[src/rtl/usbf_dma_arb_pkg.sv]
// Shared types, default parameters and helpers for the endpoint DMA arbiter.
package usbf_dma_arb_pkg;

  typedef enum logic [1:0] {
    IDLE   = 2'd0,
    BUSY   = 2'd1,
    SETTLE = 2'd2
  } arb_state_t;

  localparam int NEP_DEF   = 4;
  localparam int EPW_DEF   = 2;
  localparam int BURST_DEF = 8;
  localparam int TOW_DEF   = 10;

  // Endpoint index increment that wraps at n, which need not be a power of two.
  function automatic int mod_inc(input int v, input int n);
    return (v + 1 >= n) ? 0 : v + 1;
  endfunction

endpackage

[src/rtl/usbf_rr_pick.sv]
// Combinational round-robin picker: first set request at or after ptr, wrapping at NEP.
module usbf_rr_pick #(
  parameter int NEP = usbf_dma_arb_pkg::NEP_DEF,
  parameter int EPW = usbf_dma_arb_pkg::EPW_DEF
) (
  input  logic [NEP-1:0] req,
  input  logic [EPW-1:0] ptr,
  output logic           valid,
  output logic [EPW-1:0] idx
);

  logic [NEP-1:0] rot;
  int             off;
  int             sum;

  // Bit j of rot is the request of endpoint (ptr + j) mod NEP.
  assign rot = NEP'({req, req} >> ptr);

  always_comb begin
    valid = 1'b0;
    off   = 0;
    sum   = 0;
    idx   = '0;
    for (int j = 0; j < NEP; j++) begin
      if (!valid && rot[j]) begin
        valid = 1'b1;
        off   = j;
      end
    end
    sum = int'(ptr) + off;
    if (sum >= NEP) sum = sum - NEP;
    idx = EPW'(sum);
  end

endmodule

[src/rtl/usbf_dma_arb.sv]
// Round-robin arbiter sharing one DMA master among NEP endpoint register files,
// with a per-grant burst limit and a no-ack watchdog.
module usbf_dma_arb
  import usbf_dma_arb_pkg::*;
#(
  parameter int NEP   = NEP_DEF,
  parameter int EPW   = EPW_DEF,
  parameter int BURST = BURST_DEF,
  parameter int TOW   = TOW_DEF
) (
  input  logic           clk,
  input  logic           rst,
  input  logic [NEP-1:0] ep_req,
  input  logic [NEP-1:0] ep_en,
  output logic [NEP-1:0] ep_ack,
  output logic           m_req,
  output logic [EPW-1:0] m_ep,
  input  logic           m_ack,
  output logic           busy,
  output logic           to_err
);

  // Handshake: each m_ack pulse while m_req=1 completes one word for endpoint m_ep;
  // m_ack at any other time carries no meaning and is dropped.

  arb_state_t     state;
  logic [EPW-1:0] rr_ptr;
  logic [7:0]     burst_cnt;
  logic [TOW-1:0] wd_cnt;
  logic [NEP-1:0] eff;
  logic           pick_valid;
  logic [EPW-1:0] pick_idx;
  logic           gnt_req;
  logic [EPW-1:0] next_ptr;

  assign eff      = ep_req & ep_en;
  assign gnt_req  = eff[m_ep];
  assign next_ptr = EPW'(mod_inc(int'(m_ep), NEP));

  usbf_rr_pick #(.NEP(NEP), .EPW(EPW)) u_pick (
    .req   (eff),
    .ptr   (rr_ptr),
    .valid (pick_valid),
    .idx   (pick_idx)
  );

  // m_req is registered and cleared by reset, so the ack path dies with it.
  always_comb begin
    ep_ack = '0;
    if (m_req && m_ack) ep_ack[m_ep] = 1'b1;
  end

  always_ff @(posedge clk or negedge rst) begin
    if (!rst) begin
      state     <= IDLE;
      m_req     <= 1'b0;
      m_ep      <= '0;
      busy      <= 1'b0;
      to_err    <= 1'b0;
      rr_ptr    <= '0;
      burst_cnt <= '0;
      wd_cnt    <= '0;
    end else begin
      to_err <= 1'b0;
      case (state)
        IDLE: begin
          if (pick_valid) begin
            m_ep      <= pick_idx;
            burst_cnt <= '0;
            wd_cnt    <= '0;
            m_req     <= 1'b1;
            busy      <= 1'b1;
            state     <= BUSY;
          end
        end
        BUSY: begin
          if (m_ack) begin
            burst_cnt <= burst_cnt + 8'd1;
            wd_cnt    <= '0;
            m_req     <= 1'b0;
            state     <= SETTLE;
          end else if (!gnt_req) begin
            rr_ptr <= next_ptr;
            m_req  <= 1'b0;
            busy   <= 1'b0;
            state  <= IDLE;
          end else if (&wd_cnt) begin
            to_err <= 1'b1;
            rr_ptr <= next_ptr;
            m_req  <= 1'b0;
            busy   <= 1'b0;
            state  <= IDLE;
          end else begin
            wd_cnt <= wd_cnt + TOW'(1);
          end
        end
        SETTLE: begin
          // One dead cycle lets the endpoint's registered request fall after the ack.
          if (gnt_req && (burst_cnt < 8'(BURST))) begin
            m_req <= 1'b1;
            state <= BUSY;
          end else begin
            rr_ptr    <= next_ptr;
            burst_cnt <= '0;
            busy      <= 1'b0;
            state     <= IDLE;
          end
        end
        default: begin
          m_req <= 1'b0;
          busy  <= 1'b0;
          state <= IDLE;
        end
      endcase
    end
  end

endmodule

[config.mk]
export PLATFORM = sky130hd
export DESIGN_NAME = usbf_dma_arb
export DESIGN_NICKNAME = d
export VERILOG_FILES = /design/src/rtl/usbf_dma_arb_pkg.sv /design/src/rtl/usbf_rr_pick.sv /design/src/rtl/usbf_dma_arb.sv
export SDC_FILE = /design/constraint.sdc
export NUM_CORES = 1
export LEC_CHECK = 0
export ABC_AREA = 0
export CAP_MARGIN = 5
export CORE_MARGIN = 2
export CORE_UTILIZATION = 56
export CTS_CLUSTER_DIAMETER = 200
export DETAILED_ROUTE_END_ITERATION = 6
export GPL_TIMING_DRIVEN = 0
export HOLD_SLACK_MARGIN = 0.02
export PLACE_DENSITY = 0.9
export SYNTH_ARGS = -nofsm -noshare
export SYNTH_HDL_FRONTEND = slang
export SYNTH_SLANG_ARGS = --single-unit
[constraint.sdc]
create_clock -name clk -period 2.5 [get_ports clk]
set_clock_uncertainty 0.2 [all_clocks]
set_input_delay 0.5 -clock clk [delete_from_list [all_inputs] [get_ports clk]]
set_output_delay 0.5 -clock clk [all_outputs]
set_load 0.005 [all_outputs]
# Word level (Yosys, flattened, before mapping)
# Cells that the tools add are included.
# op_classes
n_addsub,5
multipliers,0
div,0
order_cmp,5
n_eq_ne,11
n_shift,1
n_mux,47
bitwise,1
reduce_logical,21
# ops
operator,n
10-bit two-way mux,4
2-bit two-way mux,12
8-bit two-way mux,3
8-bit one-hot mux with 3 select lines,1
10-bit one-hot mux with 2 select lines,1
1-bit two-way mux,19
4-bit AND reduction,4
10-bit by 1-bit adder with 10-bit output (second input constant),1
2-bit inequality test (second input constant),5
10-bit AND reduction,1
3-bit inequality test (second input constant),3
8-bit by 1-bit adder with 8-bit output (second input constant),1
8-bit by 4-bit less-than comparator with 1-bit output (second input constant),1
8-bit by 2-bit >> shifter with 4-bit output,1
3-bit greater-or-equal comparator (second input constant),2
1-bit logical AND,6
1-bit one-hot mux with 3 select lines,2
2-bit one-hot mux with 3 select lines,1
4-bit bitwise AND,1
4-bit two-way mux,1
4-bit inequality test (second input constant),1
2-bit one-hot mux with 2 select lines,1
2-bit AND reduction,2
2-bit nonzero test,2
13 further kinds,15
# totals
ff_bits,27
latch_bits,0
ram_bits,0
mem_bits_ro,0
in_bits,11
out_inout_bits,9
wordCells,99
mem_count,0

# Logic depth before layout (Yosys ltp)
# depth
word_depth,15
depth_mapped,8
mapped_depth_nobuf,8

# Modules after synthesis
# Synthesis repeated with hierarchy kept, for this count alone.
# hier_totals
cells_unflattened,191
area_unflattened_um2,1801.7
# modules_own_cells
module,instances,cells_per_inst,area_each_um2,seq_area_each_um2
usbf_dma_arb,1,163,1611.5,675.6
usbf_rr_pick,1,28,190.2,0.0

# Worst setup path after synthesis
# No wires, ideal clock.
# synth_timing
kind,input port to flip-flop
start,in ep_req[0]
end,reg m_ep[0]
setup_ns,0.125
t_arrival_ns,1.676
t_required_ns,2.175
slack_ns,0.499
cell_stages,7
n_path_buf,0
path_cell_list,and2_1 > nor3_1 > a311o_1 > nand2_1 > o211ai_1 > ha_1 > mux2_2
# synth_via
elab_chain_cells,15
word_cells_on_any_way,20
cone_classes,add/sub (2); order compare (1); shift (1); mux (8); bitwise (1); reduce/logical (7)
# synth_lines
item,line,rtl
start: declaration,usbf_dma_arb.sv:13,"input logic [NEP-1:0] ep_req,"
4-bit bitwise AND *,usbf_dma_arb.sv:36,assign eff = ep_req & ep_en;
8-bit by 2-bit >> shifter with 4-bit output *,usbf_rr_pick.sv:17,"assign rot = NEP'({req, req} >> ptr);"
1-bit two-way mux,usbf_rr_pick.sv:25,if (!valid && rot[j]) begin
1-bit zero test,usbf_rr_pick.sv:25,
1-bit logical AND,usbf_rr_pick.sv:25,
1-bit two-way mux,usbf_rr_pick.sv:25,
1-bit zero test,usbf_rr_pick.sv:25,
1-bit logical AND,usbf_rr_pick.sv:25,
1-bit two-way mux,usbf_rr_pick.sv:25,
1-bit zero test,usbf_rr_pick.sv:25,
1-bit logical AND,usbf_rr_pick.sv:25,
2-bit two-way mux *,usbf_rr_pick.sv:25,
2-bit by 2-bit adder with 3-bit output *,usbf_rr_pick.sv:30,sum = int'(ptr) + off;
3-bit greater-or-equal comparator / 2-bit by 1-bit subtractor with 2-bit output (equally long branches),usbf_rr_pick.sv:31,if (sum >= NEP) sum = sum - NEP;
2-bit two-way mux *,usbf_rr_pick.sv:31,
net pick_idx[0],usbf_dma_arb.sv:32,logic [EPW-1:0] pick_idx;
end signal: assignment,usbf_dma_arb.sv:68,m_ep <= pick_idx;
end: declaration,usbf_dma_arb.sv:17,"output logic [EPW-1:0] m_ep,"
# The timed path passes the listed nets; every way through them passes the cells marked *.
# A chain may end at the register's enable or synchronous reset.

# Worst setup path in the final report
# layout_timing
start,reg m_ep[0]
end,out ep_ack[0]
# layout_via
elab_chain_cells,5
word_cells_on_any_way,6
cone_classes,order compare (2); mux (3); reduce/logical (1)
# layout_lines
item,line,rtl
2-bit by 3-bit less-than comparator with 1-bit output (implied by the code) / 2-bit by 1-bit greater-or-equal comparator with 1-bit output (equally long branches),usbf_dma_arb.sv:50,if (m_req && m_ack) ep_ack[m_ep] = 1'b1;
1-bit logical AND (implied by the code),usbf_dma_arb.sv:50,
1-bit two-way mux (implied by the code),usbf_dma_arb.sv:50,
1-bit demux with 2-bit select *,usbf_dma_arb.sv:50,
4-bit two-way mux *,usbf_dma_arb.sv:50,
end: declaration,usbf_dma_arb.sv:15,"output logic [NEP-1:0] ep_ack,"
# Every way passes the cells marked *; elsewhere a longest branch is shown, timed or not.

==> metrics <==
synthesized instance count=198; Max clock buf depth=2; Warnings, synthesis=0; unrepaired setup endpoints after global routing=no; Total Die Area=3613 µm²; required arrival time at the worst endpoint=1.80 ns; register area share after synthesis=0.3833; clock latency of the later-clocked register in the worst-skew pair=0.34 ns; number of buffers inserted during clock tree synthesis=3; net switching share of the total power=0.4220; endpoint of the worst register-to-register path=rr_ptr[1]; number of antenna diodes=0; worst-case reg-to-reg path depth=6; internal cell power=1018 µW; maximum number of pins on one net before global-route repair=28; Clock Power Share=0.108; Horiz. Die Dim=60.11 µm; worst path arrival time=1.70 ns; endpoint kind of the worst setup timing path=output pin; Min-Delay Path Class=in -> async; number of antenna violations at the first check in global routing=0; Port Buffers=19; TritonRoute pass-1 iters=6; upper clock frequency limit=416.5 MHz; Detailed Route Iter0 Violations=135; per-cell routed wire length=15.35 µm; synthesis-stage register bit count=27; post-route fraction of the period consumed by the critical path=0.9603; count of max-cap constraint violations=0; clock sink count=27; leakage power summed over all cells=0.0008739 µW; cell with the largest stage delay on the worst path=sky130_fd_sc_hd__clkdlybuf4s50_1; worst vdd rail ir drop=0.7238 mV; min cycle time layout=2.401 ns; post-detailed-routing wire length=4113 µm; aggregate global routing overflow=0; peak per-stage delay on the critical path=0.50 ns; Critical Path End=ep_ack[0]; smallest setup slack after layout=0.09918 ns; worst slew pin tran=0.6786 ns; number of global-route vias before repair=1528; combinational group share of total power=0.527; run status=finished clean; total nets after synthesis=217; Placement Setup Slack=-0.2213 ns; number of H-tree levels=1; Register-to-Register Setup Slack=0.19 ns; clock tree from TritonCTS=yes; boundary pin count=20; origin of the critical flop-to-flop path=wd_cnt[0]; nets=244; global router's overall resource usage=0.2464; area inside the core boundary=3028 µm²; Hold WS=0.3141 ns; proportion of synthesized flip-flops having asynchronous set or reset=1.000; launching element type of the critical path=register; number of routed nets with antenna violations=0; Crit. Startpoint=m_ep[0]; library cell used as clock root buffer=sky130_fd_sc_hd__clkbuf_4; post-DP HPWL=3014 µm; wire length of the first global-routing pass=6789 µm; Avg Vias per Cell=6.131; critical-path cell list=inv_1 > ha_1 > and3_1 > clkdlybuf4s50_1; post-layout total power=1762 µW; routability congestion estimate from global placement=0.8517; reported net switching power=743.5 µW; total count of max-transition violations in the final report=0; final setup violating endpoints=0; post-synthesis instance area=1763 µm²; distinct cell type count of the synthesized netlist=48; relative slew slack=0.5441; mean area per synthesized cell=8.904 µm²; number of enable-type register cells in the synthesized netlist=0; initial core utilization=0.5822; die height=60.11 µm; post-CTS clock slew at the launch and capture registers of the worst setup and hold paths=0.15 ns; final hold violations=0; pwr dens=845.7 nW/µm²; type of the worst setup path=reg -> out; critical path peak fanout=7; Remaining DRCs=0; count of vias placed by the detailed router=1643; proportion of power drawn by flip-flops and latches=0.364; most instantiated flip-flop cell in the synthesis netlist=sky130_fd_sc_hd__dfrtp_1; standard-cell rows=20; Area Overhead vs Synth=18.17%; share of layout cells above drive strength 1=0.09375
## logic make-up (layout without fill, tap and decap cells)
family	count (synthesis)	count (layout)	share of synthesized area
multiplexers	5	5	0.03123
buffers and inverters	9	35	0.02200
AO/OA/AOI/OAI	51	51	0.2065
AND/OR/NAND/NOR	93	93	0.2754
flip-flops	27	27	0.3833
XOR/XNOR	5	5	0.02484
adder cells (fa/ha/maj)	8	8	0.05678
## synthesized netlist by cell type (all sizes together), types with 2 or more instances
cell type / number / share of area
dfrtp: 27 / 0.38
nand4: 9 / 0.032
or3: 6 / 0.021
clkbuf: 3 / 0.0064
xnor2: 2 / 0.0099
a22oi: 3 / 0.016
nand4b: 5 / 0.025
buf: 2 / 0.0071
o31ai: 3 / 0.013
and2: 3 / 0.011
nor2: 20 / 0.043
nor3: 6 / 0.017
inv: 4 / 0.0085
nand2: 20 / 0.043
o21ai: 17 / 0.048
a21oi: 8 / 0.023
o21a: 3 / 0.017
ha: 8 / 0.057
and3: 7 / 0.025
mux2: 4 / 0.026
o211ai: 2 / 0.0085
a22o: 2 / 0.0099
o2bb2ai: 2 / 0.0099
nand3: 10 / 0.028
xor2: 3 / 0.015
## power by group through the flow
stage | Combinational [µW] | Sequential (µW) | Clock (µW)
global placement | 819 | 657 | 0
detailed placement | 853 | 663 | 0
global route | 1020 | 661 | 212
finish | 929 | 642 | 191
CTS | 860 | 658 | 194
floorplan | 578 | 631 | 0
## how the worst min path moves through the flow
stage	start	endpoint
2_1_floorplan	rst	burst_cnt[0]
3_3_place_gp	wd_cnt[8]	wd_cnt[8]
3_5_place_dp	wd_cnt[8]	wd_cnt[8]
4_1_cts	wd_cnt[8]	wd_cnt[8]
5_1_grt	rst	wd_cnt[1]
6_report	rst	wd_cnt[1]
## cell type report
class                      count  area [µm²]
multi-input combinational    162        1049
fill                         253       944.7
sequential                    27       678.2
timing repair buffer          23       239.0
tap                           44       55.05
clock buffer                   3       22.52
buffer                         4       20.02
inverter                       4       15.01
clock inverter                 1       5.005
## through the flow
stage	TNS (ns)	std cells	utilization	area, µm²
6_report	0	268	0.6880	2083
2_1_floorplan	0	198	-	1763
5_1_grt	0	268	0.6880	2083
4_1_cts	0	264	0.6715	2033
3_3_place_gp	-1.516	261	0.6632	2008
3_5_place_dp	-1.946	261	0.6632	2008
## critical path: cells and delay by family (launching register included)
| kind | cells | cell delay (ns) |
|---|---|---|
| fa+ha+maj | 1 | 0.14 |
| buf+inv | 2 | 0.60 |
| flops | 1 | 0.48 |
| simple gates | 1 | 0.15 |
## routing by layer
layer | up-vias | wire (µm) | track usage
met3 | 7 | 143 | 0.04329
met2 | 37 | 2109 | 0.4363
li1 | 799 | - | -
met1 | 800 | 1823 | 0.3115
met5 | - | 0 | 0
met4 | 0 | 37 | 0.05397
## placed cells by master, fill, tap and decap left out, types with 4 or more instances in the layout
master	instances
sky130_fd_sc_hd__nand3_1	10
sky130_fd_sc_hd__buf_4	4
sky130_fd_sc_hd__dfrtp_1	25
sky130_fd_sc_hd__or3_1	6
sky130_fd_sc_hd__nand2_1	20
sky130_fd_sc_hd__inv_1	4
sky130_fd_sc_hd__nand4b_1	5
sky130_fd_sc_hd__a21oi_1	8
sky130_fd_sc_hd__mux2_2	4
sky130_fd_sc_hd__nand4_1	9
sky130_fd_sc_hd__clkdlybuf4s50_1	18
sky130_fd_sc_hd__ha_1	8
sky130_fd_sc_hd__nor2_1	20
sky130_fd_sc_hd__and3_1	7
sky130_fd_sc_hd__o21ai_0	16
sky130_fd_sc_hd__nor3_1	6
## flip-flops by register name, indices dropped and copies added, names as in the netlist
| register | flops |
|---|---|
| wd_cnt | 10 |
| rr_ptr | 2 |
| busy | 1 |
| m_ep | 2 |
| state | 2 |
| burst_cnt | 8 |
| m_req | 1 |
| to_err | 1 |
## repair_timing
item                       CTS  global route
setup buffers                0             3
pin swaps                    0             0
setup endpoints to repair    4             3
hold buffers                 0             0
gates cloned                 0             0
gates resized for setup      3             0
hold endpoints to repair     0             0
No activity file was read; power rests on OpenSTA's default activity.
